File: config.mk
export PLATFORM = sky130hd
export DESIGN_NAME = capture_readback
export DESIGN_NICKNAME = d
export VERILOG_FILES = /design/src/rtl/capture_readback.sv
export SDC_FILE = /design/constraint.sdc
export NUM_CORES = 1
export LEC_CHECK = 0
export ABC_AREA = 1
export ABC_CLOCK_PERIOD_IN_PS = 4000
export CAP_MARGIN = 20
export CORE_MARGIN = 2
export CORE_UTILIZATION = 54
export CTS_BUF_LIST = sky130_fd_sc_hd__clkbuf_16
export DETAILED_ROUTE_END_ITERATION = 10
export GPL_TIMING_DRIVEN = 0
export PLACE_DENSITY = 0.82
export SETUP_SLACK_MARGIN = 0.05
export SLEW_MARGIN = 15
export SYNTH_ARGS = -nofsm -noshare
export SYNTH_HDL_FRONTEND = slang
export SYNTH_SLANG_ARGS = --single-unit
File: constraint.sdc
create_clock -name clk -period 4 [get_ports clk]
set_input_delay 1 -clock clk [delete_from_list [all_inputs] [get_ports clk]]
set_output_delay 1 -clock clk [all_outputs]
set_load 0.01 [all_outputs]
File: src/rtl/capture_readback.sv
// -----------------------------------------------------------------------------
// capture_readback
//
// Readback engine for a captured DDR2 region. It issues line reads through the
// read-request side of the DDR memory interface, keeps at most MAX_OUTSTANDING
// reads in flight, pops each returned 128-bit line into a one-line buffer, and
// streams the line out as four 32-bit packets on a valid/ready interface.
//
// Ports
//   clk, resetn          SoC clock, asynchronous active-low reset
//   start                one-cycle pulse, begins a readback (ignored while busy)
//   abort                level, stop issuing and drain reads in flight
//   base_adx, num_lines  first line address / line count, sampled on start
//   busy, done           run indication / one-cycle completion pulse
//   read_req, rd_adx     read command and its address
//   read_allowed         interface accepts read_req this cycle
//   has_return_data      return line and address valid (first-word-fall-through)
//   get_return_data      pops the current return line
//   rd_data_return       returned 128-bit line
//   rd_adx_return        address of the returned line
//   pkt_data, pkt_valid  packet stream toward the host link
//   pkt_ready            sink accepts the packet
//   pkt_last             final packet of the readback
//   adx_error            sticky: a returned address differed from the expected
// -----------------------------------------------------------------------------
module capture_readback #(
    parameter int unsigned ADX_STEP        = 8,
    parameter int unsigned MAX_OUTSTANDING = 4
) (
    input  logic         clk,
    input  logic         resetn,
    input  logic         start,
    input  logic         abort,
    input  logic [26:0]  base_adx,
    input  logic [23:0]  num_lines,
    output logic         busy,
    output logic         done,
    output logic         read_req,
    output logic [26:0]  rd_adx,
    input  logic         read_allowed,
    input  logic         has_return_data,
    output logic         get_return_data,
    input  logic [127:0] rd_data_return,
    input  logic [26:0]  rd_adx_return,
    output logic [31:0]  pkt_data,
    output logic         pkt_valid,
    input  logic         pkt_ready,
    output logic         pkt_last,
    output logic         adx_error
);

    localparam logic [1:0] S_IDLE  = 2'd0;
    localparam logic [1:0] S_RUN   = 2'd1;
    localparam logic [1:0] S_DRAIN = 2'd2;
    localparam logic [1:0] S_FIN   = 2'd3;

    localparam logic [26:0] STEP    = 27'(ADX_STEP);
    localparam logic [3:0]  MAX_OUT = 4'(MAX_OUTSTANDING);

    logic [1:0]   state_q,       state_d;
    logic [23:0]  num_lines_q,   num_lines_d;
    logic [23:0]  issued_q,      issued_d;
    logic [23:0]  popped_q,      popped_d;
    logic [3:0]   outstanding_q, outstanding_d;
    logic [26:0]  rd_adx_q,      rd_adx_d;
    logic [26:0]  exp_adx_q,     exp_adx_d;
    logic [127:0] line_q,        line_d;
    logic         line_valid_q,  line_valid_d;
    logic [1:0]   word_q,        word_d;
    logic         adx_error_q,   adx_error_d;

    logic in_run;
    logic in_drain;
    logic issue;
    logic pop;
    logic accept;
    logic all_done;

    assign in_run   = (state_q == S_RUN);
    assign in_drain = (state_q == S_DRAIN);

    assign read_req = in_run && !abort && (issued_q < num_lines_q)
                      && (outstanding_q < MAX_OUT);
    assign issue    = read_req && read_allowed;

    // Pops only while a transfer is active, so a stray return in IDLE cannot
    // disturb the outstanding count. In DRAIN every return is discarded.
    assign get_return_data = has_return_data && ((in_run && !line_valid_q) || in_drain);
    assign pop             = get_return_data;

    assign pkt_valid = in_run && line_valid_q;
    assign accept    = pkt_valid && pkt_ready;

    // Only one line is ever buffered, so the buffered line is the most recently
    // popped one; it is the final line when every line has been popped.
    assign pkt_last = pkt_valid && (word_q == 2'd3) && (popped_q == num_lines_q);

    assign all_done = (issued_q == num_lines_q) && (popped_q == num_lines_q) && !line_valid_q;

    assign busy      = in_run || in_drain;
    assign done      = (state_q == S_FIN);
    assign rd_adx    = rd_adx_q;
    assign adx_error = adx_error_q;

    always_comb begin
        pkt_data = line_q[31:0];
        case (word_q)
            2'd0:    pkt_data = line_q[31:0];
            2'd1:    pkt_data = line_q[63:32];
            2'd2:    pkt_data = line_q[95:64];
            default: pkt_data = line_q[127:96];
        endcase
    end

    always_comb begin
        // NOTE: every next-state variable gets its hold value first so no path
        // leaves one unassigned; this is what keeps the block latch-free.
        state_d       = state_q;
        num_lines_d   = num_lines_q;
        issued_d      = issued_q;
        popped_d      = popped_q;
        outstanding_d = outstanding_q;
        rd_adx_d      = rd_adx_q;
        exp_adx_d     = exp_adx_q;
        line_d        = line_q;
        line_valid_d  = line_valid_q;
        word_d        = word_q;
        adx_error_d   = adx_error_q;

        case (state_q)
            S_IDLE: begin
                if (start) begin
                    state_d       = S_RUN;
                    num_lines_d   = num_lines;
                    rd_adx_d      = base_adx;
                    exp_adx_d     = base_adx;
                    issued_d      = '0;
                    popped_d      = '0;
                    outstanding_d = '0;
                    line_valid_d  = 1'b0;
                    word_d        = '0;
                    adx_error_d   = 1'b0;
                end
            end
            S_RUN: begin
                if (abort) begin
                    state_d = S_DRAIN;
                end else if (all_done) begin
                    state_d = S_FIN;
                end
            end
            S_DRAIN: begin
                if (outstanding_q == 4'd0) begin
                    state_d = S_FIN;
                end
            end
            default: begin
                state_d = S_IDLE;
            end
        endcase

        // issue and pop are already qualified by state, so the datapath below
        // never fires in IDLE and cannot collide with the start assignments.
        if (issue) begin
            rd_adx_d = rd_adx_q + STEP;
            issued_d = issued_q + 24'd1;
        end

        if (pop) begin
            exp_adx_d = exp_adx_q + STEP;
            popped_d  = popped_q + 24'd1;
            if (rd_adx_return != exp_adx_q) begin
                adx_error_d = 1'b1;
            end
        end

        case ({issue, pop})
            2'b10:   outstanding_d = outstanding_q + 4'd1;
            2'b01:   outstanding_d = outstanding_q - 4'd1;
            default: outstanding_d = outstanding_q;
        endcase

        // A pop requires an empty buffer, so it never coincides with an accept.
        if (pop && in_run) begin
            line_d       = rd_data_return;
            line_valid_d = 1'b1;
            word_d       = '0;
        end else if (accept) begin
            word_d = word_q + 2'd1;
            if (word_q == 2'd3) begin
                line_valid_d = 1'b0;
            end
        end

        if (in_drain) begin
            line_valid_d = 1'b0;
        end
    end

    always_ff @(posedge clk or negedge resetn) begin
        if (!resetn) begin
            state_q       <= S_IDLE;
            num_lines_q   <= '0;
            issued_q      <= '0;
            popped_q      <= '0;
            outstanding_q <= '0;
            rd_adx_q      <= '0;
            exp_adx_q     <= '0;
            // NOTE: the line buffer is a plain register, not a RAM, so it is
            // cleared with everything else and pkt_data reads 0 out of reset.
            line_q        <= '0;
            line_valid_q  <= 1'b0;
            word_q        <= '0;
            adx_error_q   <= 1'b0;
        end else begin
            // NOTE: non-blocking updates so every register samples the values
            // computed from the same pre-edge state.
            state_q       <= state_d;
            num_lines_q   <= num_lines_d;
            issued_q      <= issued_d;
            popped_q      <= popped_d;
            outstanding_q <= outstanding_d;
            rd_adx_q      <= rd_adx_d;
            exp_adx_q     <= exp_adx_d;
            line_q        <= line_d;
            line_valid_q  <= line_valid_d;
            word_q        <= word_d;
            adx_error_q   <= adx_error_d;
        end
    end

endmodule

**After elaboration in Yosys (flattened, before gate mapping)**

Index checks and enable logic that the tools add are counted.

- Flip-flop bits (word level): 264
- Input bits: 213
- Output and inout port bits: 66
- Logic and storage cells: 95

- $add $sub $neg: 7
- $lt $le $gt $ge: 2
- Equal/unequal tests: 14
- Multiplexer cells: 29
- Reductions and logical operators: 32

Operator list:

| operator | number |
|---|---|
| 27-bit two-way mux | 4 |
| 24-bit two-way mux | 4 |
| 32-bit one-hot mux with 3 select lines | 1 |
| 27-bit by 4-bit adder with 27-bit output (second input constant) | 2 |
| 24-bit by 1-bit adder with 24-bit output (second input constant) | 2 |
| 24-bit == test | 2 |
| 27-bit != test | 1 |
| 24-bit less-than comparator | 1 |
| 2-bit two-way mux | 8 |
| 1-bit logical AND | 13 |
| 2-bit == test (second input constant) | 5 |
| 1-bit two-way mux | 10 |
| 2-bit nonzero test | 5 |
| 4-bit one-hot mux with 2 select lines | 1 |
| 2-bit AND reduction | 4 |
| 2-bit by 1-bit == test with 1-bit output (second input constant) | 3 |
| 2-bit one-hot mux with 3 select lines | 1 |
| 3-bit nonzero test | 2 |
| 4-bit by 1-bit adder with 4-bit output (second input constant) | 1 |
| 2-bit logical NOT | 2 |
| 4-bit logical NOT | 1 |
| 4-bit by 3-bit less-than comparator with 1-bit output (second input constant) | 1 |
| 4-bit by 1-bit subtractor with 4-bit output (second input constant) | 1 |
| 3-bit by 2-bit != test with 1-bit output (second input constant) | 1 |
| other kinds (6) | 8 |

**Depth between registers and ports, before layout**

Gate-level depths: netlist (run 1).

- Word-level depth: 7
- Depth in mapped cells: 22
- Depth with buffers taken out: 20

**Worst setup path before layout (run 1)**

OpenSTA, ideal clock, no wires.

- Path type: input -> register
- Start: in abort
- End: reg outstanding_q[3]
- Setup time: 0.122 ns
- Arrival: 3.044 ns
- Data required time: 3.878 ns
- Path slack: 0.833 ns
- Stages on the path: 15
- Buffers on the path: 2
- Cells stage by stage: nor3_1 nand3_1 nor2_1 nand4_2 buf_4 buf_4 ha_1 ha_1 nand2_1 nor2_1 a211oi_1 nor2_1 nor2_1 nand2_1 xnor2_1

- Word-level cells in the longest chain between the ends: 7
- Elaborated cells on any way between the ends: 9
- Classes of those cells: eq/ne (2); mux (1); reduce/logical (6)

RTL lines:

| element | RTL line | text |
|---|---|---|
| start, declared | 33 | `input logic abort,` |
| 1-bit logical NOT * | 82 | `assign read_req = in_run && !abort && (issued_q < num_lines_q)` |
| 1-bit logical AND * (2 in a row) | 82 |  |
| 1-bit logical AND * | 83 | `&& (outstanding_q < MAX_OUT);` |
| 1-bit logical AND * | 84 | `assign issue = read_req && read_allowed;` |
| 2-bit by 1-bit == test with 1-bit output / 2-bit == test (equally long branches) | 177 | `case ({issue, pop})` |
| 4-bit one-hot mux with 2 select lines / 2-bit nonzero test (equally long branches) | n/a |  |
| end signal, assigned | 222 | `outstanding_q <= outstanding_d;` |
| end, declared | 64 | `logic [3:0] outstanding_q, outstanding_d;` |

Every way passes the cells marked *; elsewhere a longest branch is shown, timed or not.
A chain may end at the register's enable or synchronous reset.

**Worst setup path after layout (run 1)**

- Start: reg word_q[1]
- End: out pkt_data[23]

- Word-level cells in the longest chain between the ends: 2
- Elaborated cells on any way between the ends: 4
- Classes of those cells: eq/ne (2); mux (1); reduce/logical (1)

RTL lines:

| element | RTL line | text |
|---|---|---|
| start, declared | 69 | `logic [1:0] word_q, word_d;` |
| start signal, assigned | 227 | `word_q <= word_d;` |
| 2-bit == test, or another cell as far along | 107 | `case (word_q)` |
| 32-bit one-hot mux with 3 select lines * | 107 |  |
| end, declared | 45 | `output logic [31:0] pkt_data,` |

Marks and branches as above.

==> run summary, run 1 <==
Avg WL per Cell - 20.4 µm
Post-synth ARST share - 100%
Layout Nets - 2318
final setup margin - 48.8 ps
Post-synth EDFFs - 0
unrepaired setup endpoints after global routing - yes
synthesized area per cell - 8.69 µm²
Simple-Gate Fraction of Synth Area - 23.9%
largest family of logic cells by synthesized area - simple AND/OR/NAND/NOR gates
cell row count - 61
Seq/Total Area, Yosys - 43.4%
post-synth cell types - 46
post-route insts no fill - 2467
Mapped Cells - 1754
Synth Flop Type - dfrtp_1
worst min path class - input pin to async pin
dpl cell area - 18600 µm²
# DRC - 0
clock root buffer - clkbuf_16
Worst-Margin Slew - 710 ps
crit-path max FO - 10
total global-route track usage - 33.2%
HPWL after DPL - 37300 µm
largest net degree at the start of global routing - 91
vias in the first global route - 14200
synth warn - 0
DR iter-0 viols - 1220
I/O Pins - 279
Yosys reg bits - 264
Synth top area share - 43.4%
leakage power - 8.93 nW
design area - 19500 µm²
Die W - 172 µm
TritonCTS Sinks - 264
status - complete, no violations
FF/Latch Area - 6610 µm²
Mapped Area - 15200 µm²
mux contribution to synthesized area - 12.1%
Fin Hold WS - 352 ps
clock buffer depth - 3
Crit Path Class - register to output port
CTS tree - yes
Pwr Total - 12.9 mW
worst-skew pair later-pin latency - 560 ps
share of post-route cells with drive strength above 1 - 11.7%
Multi-input gate area - 7770 µm²
Core ar. - 27800 µm²
XOR/XNOR Fraction of Synth Area - 4.54%
Die Ht - 172 µm
Placed Instances - 2413
Crit path required time - 3000 ps
count of final hold-check violations - 0
Tcrit/Tclk final - 98.8%
FMAX - 253 MHz
crit path launch type - register
RePlAce Congestion - 0.928
Mapped Nets - 2008
reg2reg start - num_lines_q[15]$_DFFE_PN0P_
Via Count - 14200
global-route wire length before repair - 76100 µm
Final setup viols - 0
initial antenna violation count - 3
remaining global-route overflow - 0
R2R Path End - outstanding_q[3]$_DFFE_PN0P_
Critical Path End Type - output port
total CTS buffers - 29
Max-slew headroom - 52.7%
Post-CTS Setup Repair Bufs - 0
area share of fa/ha/maj cells after synthesis - 3.42%
CTS clk-pin slew, worst paths - 60 ps
total power per unit cell area - 658 nW/µm²
port buffer count - 278
Starting Density - 54.9%
Post-DRT Antenna Nets - 0
via/cell ratio - 5.75
MaxCap Viol Count - 0
post-synth top area cell - dfrtp_1
Reg2Reg Setup Slack - 600 ps
Total Wirelength - 50300 µm
Area Growth Syn to Fin - 28.2%
htree depth - 1
WP data arrival - 2950 ps
fillcell total - 2144
reg2reg path depth - 19
die area - 29600 µm²
fraction of the mapped netlist area in compound gates - 6.99%
final max-slew violation count - 0
worst vdd ir - 0.360 mV
clk_skew - 8.21 ps
first drt pass iteration count - 7
Tmin final - 3950 ps
top post-synthesis cells by area - dfrtp_1 43%, nand2_1 11%, mux2_4 9.7%
pre-CTS setup slack - -234 ps
## cells in the final DEF, fill, tap and decap left out, drive strengths merged, types with 2 or more instances in the layout
cell type      netlist  layout
o22ai                6       6
or2                 18      18
nor3                29      29
a21oi               52      52
nand4               49      49
nand3b               9       9
nand2              438     438
inv                126     130
ha                  40      40
diode                0       2
a31oi               32      32
clkinv               2      19
nor4                 3       3
mux2               128     128
o311ai               3       3
o211ai              12      12
o21ai               74      74
nor2               154     154
a21o                 2       2
xnor2               37      37
dfrtp              264     264
bufinv               0       3
mux2i                3       3
buf                 37      40
xor2                42      42
nand3              144     144
clkbuf              39      67
clkdlybuf4s50        0     277
o21bai               5       5
## where the power goes
group / internal [mW] / switching, mW
sequential: 3.77 / 0.927
combinational: 2.80 / 2.73
clock: 1.51 / 1.13
## synth_stat cells (12+ instances only)
cell      number
nor3_1        26
ha_1          40
nand4_1       48
o21ai_0       60
inv_1        121
o211ai_1      12
a31oi_1       32
mux2_4        98
xor2_1        42
clkbuf_1      38
nor2_1       153
buf_2         19
a21oi_1       52
nand2_1      436
xnor2_1       37
o21ai_1       14
dfrtp_1      264
mux2_2        30
nand3_1      144
## through the flow
| stage | utilization (%) | TNS [ps] |
|---|---|---|
| 4_1_cts | 70.2 | 0 |
| 5_1_grt | 70.3 | 0 |
| 2_1_floorplan | - | 0 |
| 3_3_place_gp | 66.6 | -2480050 |
| 3_5_place_dp | 66.9 | -536 |
| 6_report | 70.3 | 0 |
## routing by layer
layer	share of wire (%)	wire, µm	vias to the layer above	track usage, %
met3	11	5420	154	8.13
met4	4.5	2250	2	14.2
li1	-	-	6463	-
met2	47	23700	780	56.5
met1	38	19000	6781	40.3
met5	0.026	13	-	0
## kinds of logic after synthesis
group / after synthesis
mux: 131
compound gates: 189
simple gates: 846
fa+ha+maj: 41
flops: 264
xor+xnor: 79
buf+inv: 204
## how the worst max path moves through the flow
stage | start | endpoint | slack (ps) | cells after the start
6_report | word_q[1]$_DFFE_PN0P_ | pkt_data[23] | 50 | 6
5_1_grt | word_q[0]$_DFFE_PN0P_ | pkt_data[23] | 10 | 6
4_1_cts | word_q[0]$_DFFE_PN0P_ | pkt_last | 50 | 6
3_5_place_dp | abort | read_req | -230 | 7
3_3_place_gp | resetn | rd_adx[25]$_DFFE_PN0P_ | -9420 | 1
2_1_floorplan | abort | outstanding_q[3]$_DFFE_PN0P_ | 830 | 15
## flip-flops by register name, indices dropped and copies added, names as in the netlist
name / cells
issued_q: 24
line_valid_q: 1
num_lines_q: 24
adx_error: 1
state_q: 2
line_q: 128
word_q: 2
rd_adx: 27
exp_adx_q: 27
outstanding_q: 4
popped_q: 24
## critical path, cell delays in order (launching register included)
cell and delay (ps):
dfrtp_1 400, inv_1 100, ha_1 270, clkbuf_2 350, nand2_1 90, a31oi_1 530, clkdlybuf4s50_1 650
## area by class of cell
type                            instances  area share [%]
Multi-Input combinational cell       1286            39.8
Sequential cell                       264            33.8
Timing Repair Buffer                  281            14.7
Clock buffer                           29            3.71
Inverter                              128            2.48
Tap cell                              378            2.42
Buffer                                 74            2.11
Clock inverter                         25           0.980
Antenna cell                            2          0.0256
## what timing repair did
item / in CTS / in global routing
endpoints found under the hold margin: 0 / 0
hold buffers: 0 / 0
resized for setup: 13 / 15
cloned: 0 / 0
setup endpoints to repair: 25 / 11
No activity file was read; power rests on OpenSTA's default activity.
==> run 2: changes to the inputs <==
CTS_CLUSTER_SIZE = 40   (was unset)
==> results of run 2 <==
The final DEF is identical to that of run 1; final timing and power are the same.
